$ cat config.mk
export PLATFORM = sky130hd
export DESIGN_NAME = inverse_key_schedule
export DESIGN_NICKNAME = d
export VERILOG_FILES = /design/src/rtl/inverse_key_schedule.sv
export SDC_FILE = /design/constraint.sdc
export NUM_CORES = 2
export LEC_CHECK = 0
export CORE_UTILIZATION = 62
export DETAILED_ROUTE_END_ITERATION = 12
export DONT_BUFFER_PORTS = 1
export PLACE_DENSITY = 0.78
export SYNTH_ARGS = -nofsm -noshare
export SYNTH_HDL_FRONTEND = slang
export SYNTH_SLANG_ARGS = --single-unit
$ cat constraint.sdc
create_clock -name clk -period 26.3 [get_ports clk]
set_clock_uncertainty 0.2 [all_clocks]
set_input_delay 2.63 -clock clk [delete_from_list [all_inputs] [get_ports clk]]
set_output_delay 2.63 -clock clk [all_outputs]
set_load 0.02 [all_outputs]
$ cat src/rtl/inverse_key_schedule.sv
// Buffers the 13 forward Anubis-128 round keys and streams them out in reverse order
// as decryption round keys, applying theta to the inner keys on the way out.
module inverse_key_schedule (
  input  logic         clk,
  input  logic         reset,
  input  logic         clk_en,
  input  logic         clear,
  input  logic         wr_valid,
  input  logic [127:0] wr_key,
  input  logic         rd_req,
  output logic [127:0] rd_key,
  output logic         rd_valid,
  output logic [3:0]   rd_index,
  output logic         full,
  output logic         busy
);

  typedef enum logic [1:0] {FILL, READY, DRAIN} state_t;

  localparam logic [3:0] LAST_IDX = 4'd12;

  state_t       r_state, w_state_next;
  logic [3:0]   r_wr_ptr, w_wr_ptr_next;
  logic [3:0]   r_rd_ptr, w_rd_ptr_next;
  logic         w_serve;
  logic         w_mem_we;
  logic [127:0] r_mem [0:12];
  logic [127:0] r_rd_key;
  logic         r_rd_valid;
  logic [3:0]   r_rd_index;
  logic [3:0]   w_rd_addr;
  logic [127:0] w_mem_rd;
  logic [127:0] w_theta;
  logic         w_use_theta;
  logic [127:0] w_rd_key_next;

  // Multiply by x modulo x^8+x^4+x^3+x^2+1.
  function automatic logic [7:0] xtime(input logic [7:0] b);
    return {b[6:0], 1'b0} ^ (b[7] ? 8'h1D : 8'h00);
  endfunction

  // Multiply by h[sel], h = (01,02,04,06).
  function automatic logic [7:0] mul_h(input logic [7:0] b, input logic [1:0] sel);
    logic [7:0] m2;
    logic [7:0] m4;
    m2 = xtime(b);
    m4 = xtime(m2);
    case (sel)
      2'd0:    return b;
      2'd1:    return m2;
      2'd2:    return m4;
      default: return m4 ^ m2;
    endcase
  endfunction

  // Key r is K(12-r); READY has rd_ptr=0 so the same address covers the first key.
  assign w_rd_addr   = LAST_IDX - r_rd_ptr;
  assign w_mem_rd    = r_mem[w_rd_addr];
  assign w_use_theta = (r_rd_ptr != 4'd0) && (r_rd_ptr != LAST_IDX);

  generate
    for (genvar gi = 0; gi < 4; gi++) begin : g_row
      for (genvar gj = 0; gj < 4; gj++) begin : g_col
        assign w_theta[127-8*(4*gi+gj) -: 8] =
            mul_h(w_mem_rd[127-8*(4*gi+0) -: 8], 2'(gj ^ 0)) ^
            mul_h(w_mem_rd[127-8*(4*gi+1) -: 8], 2'(gj ^ 1)) ^
            mul_h(w_mem_rd[127-8*(4*gi+2) -: 8], 2'(gj ^ 2)) ^
            mul_h(w_mem_rd[127-8*(4*gi+3) -: 8], 2'(gj ^ 3));
      end
    end
  endgenerate

  assign w_rd_key_next = w_use_theta ? w_theta : w_mem_rd;

  always_comb begin
    w_state_next  = r_state;
    w_wr_ptr_next = r_wr_ptr;
    w_rd_ptr_next = r_rd_ptr;
    w_serve       = 1'b0;
    w_mem_we      = 1'b0;
    if (clear) begin
      w_state_next  = FILL;
      w_wr_ptr_next = 4'd0;
      w_rd_ptr_next = 4'd0;
    end else begin
      case (r_state)
        FILL: if (wr_valid) begin
          w_mem_we      = 1'b1;
          w_wr_ptr_next = r_wr_ptr + 4'd1;
          if (r_wr_ptr == LAST_IDX) w_state_next = READY;
        end
        READY: if (rd_req) begin
          w_serve       = 1'b1;
          w_rd_ptr_next = 4'd1;
          w_state_next  = DRAIN;
        end
        DRAIN: if (rd_req) begin
          w_serve = 1'b1;
          if (r_rd_ptr == LAST_IDX) begin
            w_rd_ptr_next = 4'd0;
            w_state_next  = READY;
          end else begin
            w_rd_ptr_next = r_rd_ptr + 4'd1;
          end
        end
        default: w_state_next = FILL;
      endcase
    end
  end

  always_ff @(posedge clk or posedge reset) begin
    if (reset) begin
      r_state    <= FILL;
      r_wr_ptr   <= 4'd0;
      r_rd_ptr   <= 4'd0;
      r_rd_key   <= '0;
      r_rd_index <= 4'd0;
      r_rd_valid <= 1'b0;
    end else if (clk_en) begin
      r_state    <= w_state_next;
      r_wr_ptr   <= w_wr_ptr_next;
      r_rd_ptr   <= w_rd_ptr_next;
      r_rd_valid <= w_serve;
      if (w_serve) begin
        r_rd_key   <= w_rd_key_next;
        r_rd_index <= r_rd_ptr;
      end
    end else begin
      r_rd_valid <= 1'b0;
    end
  end

  // Key storage carries no reset so it can map onto plain RAM.
  always_ff @(posedge clk) begin
    if (clk_en && w_mem_we) r_mem[r_wr_ptr] <= wr_key;
  end

  assign rd_key   = r_rd_key;
  assign rd_valid = r_rd_valid;
  assign rd_index = r_rd_index;
  assign full     = (r_state != FILL);
  assign busy     = (r_state == DRAIN);

endmodule

# ---- Word level (Yosys, flattened, before mapping)
# Memory sizes are Yosys's and may differ from the RTL's.
# Index checks and enable logic that the tools add are counted.
dict set report classes {
  n_eq_ne 10
  reduce_logical 13
  mux 57
  bitwise 96
  n_addsub 3
}
# operator count
set ops {}
lappend ops {{8-bit bitwise XOR} 65}
lappend ops {{8-bit by 5-bit bitwise XOR with 8-bit output} 31}
lappend ops {{5-bit 2-to-1 mux} 32}
lappend ops {{128-bit 2-to-1 mux} 1}
lappend ops {{4-bit 2-to-1 mux} 7}
lappend ops {{2-bit 2-to-1 mux} 6}
lappend ops {{3-bit != test (second input constant)} 4}
lappend ops {{1-bit 2-to-1 mux} 9}
lappend ops {{4-bit by 1-bit adder with 4-bit output (second input constant)} 2}
lappend ops {{4-bit equality test (second input constant)} 2}
lappend ops {{4-bit one-hot mux with 2 select lines} 1}
lappend ops {{2-bit one-hot mux with 3 select lines} 1}
lappend ops {{6-bit AND reduction} 1}
lappend ops {{2-bit nonzero test} 3}
lappend ops {{4-bit != test (second input constant)} 1}
lappend ops {{4-bit AND reduction} 1}
lappend ops {{4-bit nonzero test} 1}
lappend ops {{4-bit subtractor (first input constant)} 1}
lappend ops {{3-bit by 2-bit != test with 1-bit output (second input constant)} 1}
lappend ops {{3-bit AND reduction} 1}
lappend ops {{3-bit nonzero test} 1}
lappend ops {{2-bit by 1-bit equality test with 1-bit output (second input constant)} 1}
lappend ops {{2-bit equality test (second input constant)} 1}
lappend ops {{1-bit logical AND} 2}
lappend ops {{other kinds (3)} 3}
dict set report totals {
  regBits 143
  ram_bits 1664
  n_memories 1
  word_cells 186
}
# name words word_bits read_ports rd_clocked_by_memory_dff write_ports line
set memory_table {}
lappend memory_table {r_mem 13 128 1 0 1 27} ;# logic [127:0] r_mem [0:12];

# ---- Depth between registers and ports, before layout
# An unclocked memory read counts as a cell.
dict set report logic_depth {
  depth_word 11
  ltp_mapped 21
  mapped_depth_nobuf 10
}

# ---- Least setup slack after synthesis
# OpenSTA, ideal clock, no wires.
dict set report synth_path {
  path_type {input to register}
  startpoint {input port clk_en}
  endpoint {memory r_mem[4][0] (enable)}
  t_required_ns 25.328
  path_buffers 0
  setup_slack_ns 13.780
  t_arrival_ns 11.547
  cell_stages 3
  path_cell_list {nor2b_1 > nand2_1 > nor3_1}
}
dict set report synth_via {
  elab_chain_len 3
}
# item line
set synth_lines {}
lappend synth_lines {{start, declared} 6} ;# input logic clk_en,
lappend synth_lines {{1-bit logical AND} 135} ;# if (clk_en && w_mem_we) r_mem[r_wr_ptr] <= wr_key;
lappend synth_lines {{1-bit 2-to-1 mux} 135}
lappend synth_lines {{1-bit 2-to-1 mux (implied by the code)} 135}
lappend synth_lines {{end, declared} 27}
# Every way passes these cells.

# ---- Final worst setup path
dict set report layout_path {
  startpoint {register r_rd_ptr[0]}
  endpoint {register r_rd_key[4] (netlist: rd_key[4])}
}
dict set report layout_via {
  elab_chain_len 10
  elab_cells_between_ends 20
  classes_between {1 x add/sub; 1 x eq/ne; 6 x mux; 9 x bitwise; 2 x reduce/logical; 1 x memory}
}
# item line
set layout_lines {}
lappend layout_lines {{start, declared} 24} ;# logic [3:0] r_rd_ptr, w_rd_ptr_next;
lappend layout_lines {{start signal, assigned} 122} ;# r_rd_ptr <= w_rd_ptr_next;
lappend layout_lines {{4-bit subtractor} 57} ;# assign w_rd_addr = LAST_IDX - r_rd_ptr;
lappend layout_lines {{memory 13 x 128 bit} n/a}
lappend layout_lines {{5-bit 2-to-1 mux or 8-bit by 5-bit bitwise XOR with 8-bit output (tied branches)} 39} ;# return {b[6:0], 1'b0} ^ (b[7] ? 8'h1D : 8'h00);
lappend layout_lines {{8-bit by 5-bit bitwise XOR with 8-bit output or 5-bit 2-to-1 mux (tied branches)} n/a}
lappend layout_lines {{8-bit by 5-bit bitwise XOR with 8-bit output} 39}
lappend layout_lines {{8-bit bitwise XOR} 52} ;# default: return m4 ^ m2;
lappend layout_lines {{8-bit bitwise XOR} 65} ;# mul_h(w_mem_rd[127-8*(4*gi+0) -: 8], 2'(gj ^ 0)) ^
lappend layout_lines {{8-bit bitwise XOR} 66} ;# mul_h(w_mem_rd[127-8*(4*gi+1) -: 8], 2'(gj ^ 1)) ^
lappend layout_lines {{8-bit bitwise XOR} 67} ;# mul_h(w_mem_rd[127-8*(4*gi+2) -: 8], 2'(gj ^ 2)) ^
lappend layout_lines {{128-bit 2-to-1 mux (*)} 73} ;# assign w_rd_key_next = w_use_theta ? w_theta : w_mem_rd;
lappend layout_lines {{end signal, assigned} 125} ;# r_rd_key <= w_rd_key_next;
lappend layout_lines {{end, declared} 28} ;# logic [127:0] r_rd_key;
# Every way passes the cells marked *; elsewhere a longest branch is shown, timed or not.
# A chain may end at the register's enable or synchronous reset.

==> flow_summary.yaml <==
timing:
  setup-violations-final: 0
  tightest_slew_ns: 1.20
  rsz0062_at_grt: "no"
  whs_ns: 0.328
  hold_violations: 0
  finalCritPeriodShare_pct: 25.0
  slew_headroom_pct: 19.7
  maxSlewViolCount: 0
  period_needed_ns: 6.58
  finalSetupTns_ns: 0
  fmax_mhz: 152
cells_and_area:
  layout.cells.most_common: "edfxtp_1"
  drive_gt1_share_pct: 23.0
  fillers: 7015
  final_cell_mix: "edfxtp_1 (1664), mux4_2 (476), xnor2_1 (249), nand2_1 (182), clkbuf_16 (182)"
  nets: 3815
  synthToLayoutAreaGrowth_pct: 9.57
  diodes: 0
setup_path:
  r2r_slack_ns: 19.72
  r2r_cells: 12
  crit_path_end_kind: "flop"
  cp.required_ns: 26.78
  cp_max_fo: 142
  worstReg2RegStart: "r_rd_ptr[0]"
  crit_path_start_kind: "flop"
  crit_end: "rd_key[4]"
  cp-startpoint: "r_rd_ptr[0]"
  worstReg2RegEnd: "rd_key[4]"
  arrival_ns: 7.06
  critPathKind: "flop to flop"
yosys:
  yosys.cell_types.count: 58
  syn_nets: 3755
  netlist_top_cells_area: "edfxtp_1 (67%), mux4_2 (14%), dfrtp_1 (4.8%)"
  synth_area_leader_cell: "edfxtp_1"
  avgSynthCellArea_um2: 20.6
  synth_warnings: 0
  netlist_area_um2: 74400
  synth_edf_count: 1664
  synthFlopType: "edfxtp_1"
  syn_inst: 3611
  yosysSeqAreaShare_pct: 71.9
  synth_top_cell_area_share_pct: 67.1
  async_flop_share_pct: 7.91
  synth-seq-cells: 1807
cts:
  cts_setup_buffers: 0
  root_buffer: "clkbuf_16"
  cts.path.max_buffers: 3
  cts_buffers: 175
  post_cts_resize_count: 0
  cts_tree: "done"
  cts.sinks: 1807
  ctsHtreeMaxLevel: 4
  holdBufCountCts: 0
  clk_pin_slew_ns: 0.06
  clkLatencyLatePin_ns: 0.81
routing:
  drtPass1Iterations: 8
  top_layer: "met4"
  drt-met1-wl_mm: 66.9
  wl_met3_mm: 22.7
  drc_errors: 0
  drt-initial-drc-count: 4940
  wl_mm: 186
  wl_per_cell_um: 34.2
  vias: 36500
  ant_nets: 0
  wl_met2_mm: 90.0
  viasPerCell: 6.73
global_route:
  gr-total-overflow: 0
  grtUsageTotal_pct: 31.2
  grt_pass1_wl_mm: 265
  grt_start_max_net_pins: 183
  antenna_found_initial: 7
  grt_pass1_vias: 37400
run:
  drv_cap: 0
floorplan:
  die_y_um: 349
  die_area_um2: 121000
  core-area_um2: 119000
  die_w_um: 349
  row_count: 126
  io_pins: 269
  start_util_pct: 62.8
power_and_ir_drop:
  powerDensity_nw_per_um2: 122
  ir_worst_vdd_mv: 0.102
  power_leakage_nw: 26.3
hold_path:
  min-delay-path-class: "flop to flop"
place:
  post-dp-hpwl_mm: 103
  place.gp.congestion: 0.855
  numPortBuffers: 0
outcome:
  status: "finished, final reports clean"
[how the worst min path moves through the flow]
| stage | start | slack (ns) | to | cells past startpoint |
|---|---|---|---|---|
| 6_report | r_state[1] | 0.33 | r_state[1] | 2 |
| 5_1_grt | r_state[1] | 0.41 | r_state[1] | 2 |
| 4_1_cts | r_state[1] | 0.33 | r_state[1] | 2 |
| 3_5_place_dp | r_state[1] | 0.32 | r_state[1] | 2 |
| 3_3_place_gp | r_state[1] | 0.31 | r_state[1] | 2 |
| 2_1_floorplan | r_state[1] | 0.28 | r_state[1] | 2 |
[layout make-up]
type / count / area [um2] / area share (%)
sequential: 1807 / 53600 / 65.7
multi-input combinational: 1622 / 19800 / 24.3
clock buffer: 236 / 4840 / 5.93
tap: 1600 / 2000 / 2.45
clock inverter: 88 / 822 / 1.01
timing repair buffer: 53 / 460 / 0.565
inverter: 12 / 50.0 / 0.0614
[Yosys cell counts, types with 40 or more instances]
library cell / n
edfxtp_1: 1664
mux4_2: 476
xnor2_1: 249
nand2_1: 182
dfrtp_1: 143
nor2_1: 98
mux2i_1: 85
xor2_1: 71
clkbuf_1: 58
nor3_1: 57
o21ai_0: 52
buf_2: 40
[kinds of logic (layout without fill, tap and decap cells)]
logic type	count (synthesis)	count (layout)	synth area share [%]
XOR/XNOR	397	397	5.86
AND/OR/NAND/NOR	453	453	2.81
flip-flops	1807	1807	71.9
adder cells (fa/ha/maj)	10	10	0.168
multiplexers	589	589	16.2
buffers and inverters	182	389	1.57
AO/OA/AOI/OAI	173	173	1.50
[report_power, final]
part           total [W]  switching, W  internal, W  leakage, nW
logic            0.00397       0.00219      0.00178         6.75
clock network    0.00250       0.00107      0.00143         2.76
registers        0.00352      0.000259      0.00326         16.8
[registers in the layout, indices dropped and copies added (netlist names)]
register / count
r_wr_ptr: 4
r_state: 2
rd_valid: 1
rd_index: 4
r_mem: 1664
rd_key: 128
r_rd_ptr: 4
[through the flow]
| stage | total power (W) | util [%] | worst slack [ns] | area [um2] | instances |
|---|---|---|---|---|---|
| after detailed placement | 0.00748 | 64.0 | 19.75 | 75900 | 5094 |
| after global placement | 0.00742 | 64.0 | 19.80 | 75900 | 5094 |
| after global routing | 0.0103 | 68.8 | 19.44 | 81600 | 5418 |
| after floorplan | 0.00657 | - | 13.78 | 74400 | 3611 |
| final | 0.00999 | 68.8 | 19.72 | 81600 | 5418 |
| after CTS | 0.00999 | 68.8 | 19.74 | 81600 | 5418 |
[routing by layer]
layer / up-vias / GRT usage (%)
met2: 2255 / 49.5
met5: - / 0
met3: 358 / 10.1
met4: 0 / 10.9
met1: 19200 / 41.0
li1: 14700 / -
[critical path, cell delays in order (launching register included)]
cell and delay (ns):
dfrtp_4 1.00, inv_1 0.23, ha_4 0.68, buf_12 0.63, buf_4 0.85, mux4_2 0.42, mux2i_1 0.27, mux2i_4 0.26
xnor2_2 0.35, xnor3_1 0.48, nor3b_1 0.18, a2111oi_0 0.45, nand2_1 0.09
Power figures use the tool's default switching activity.
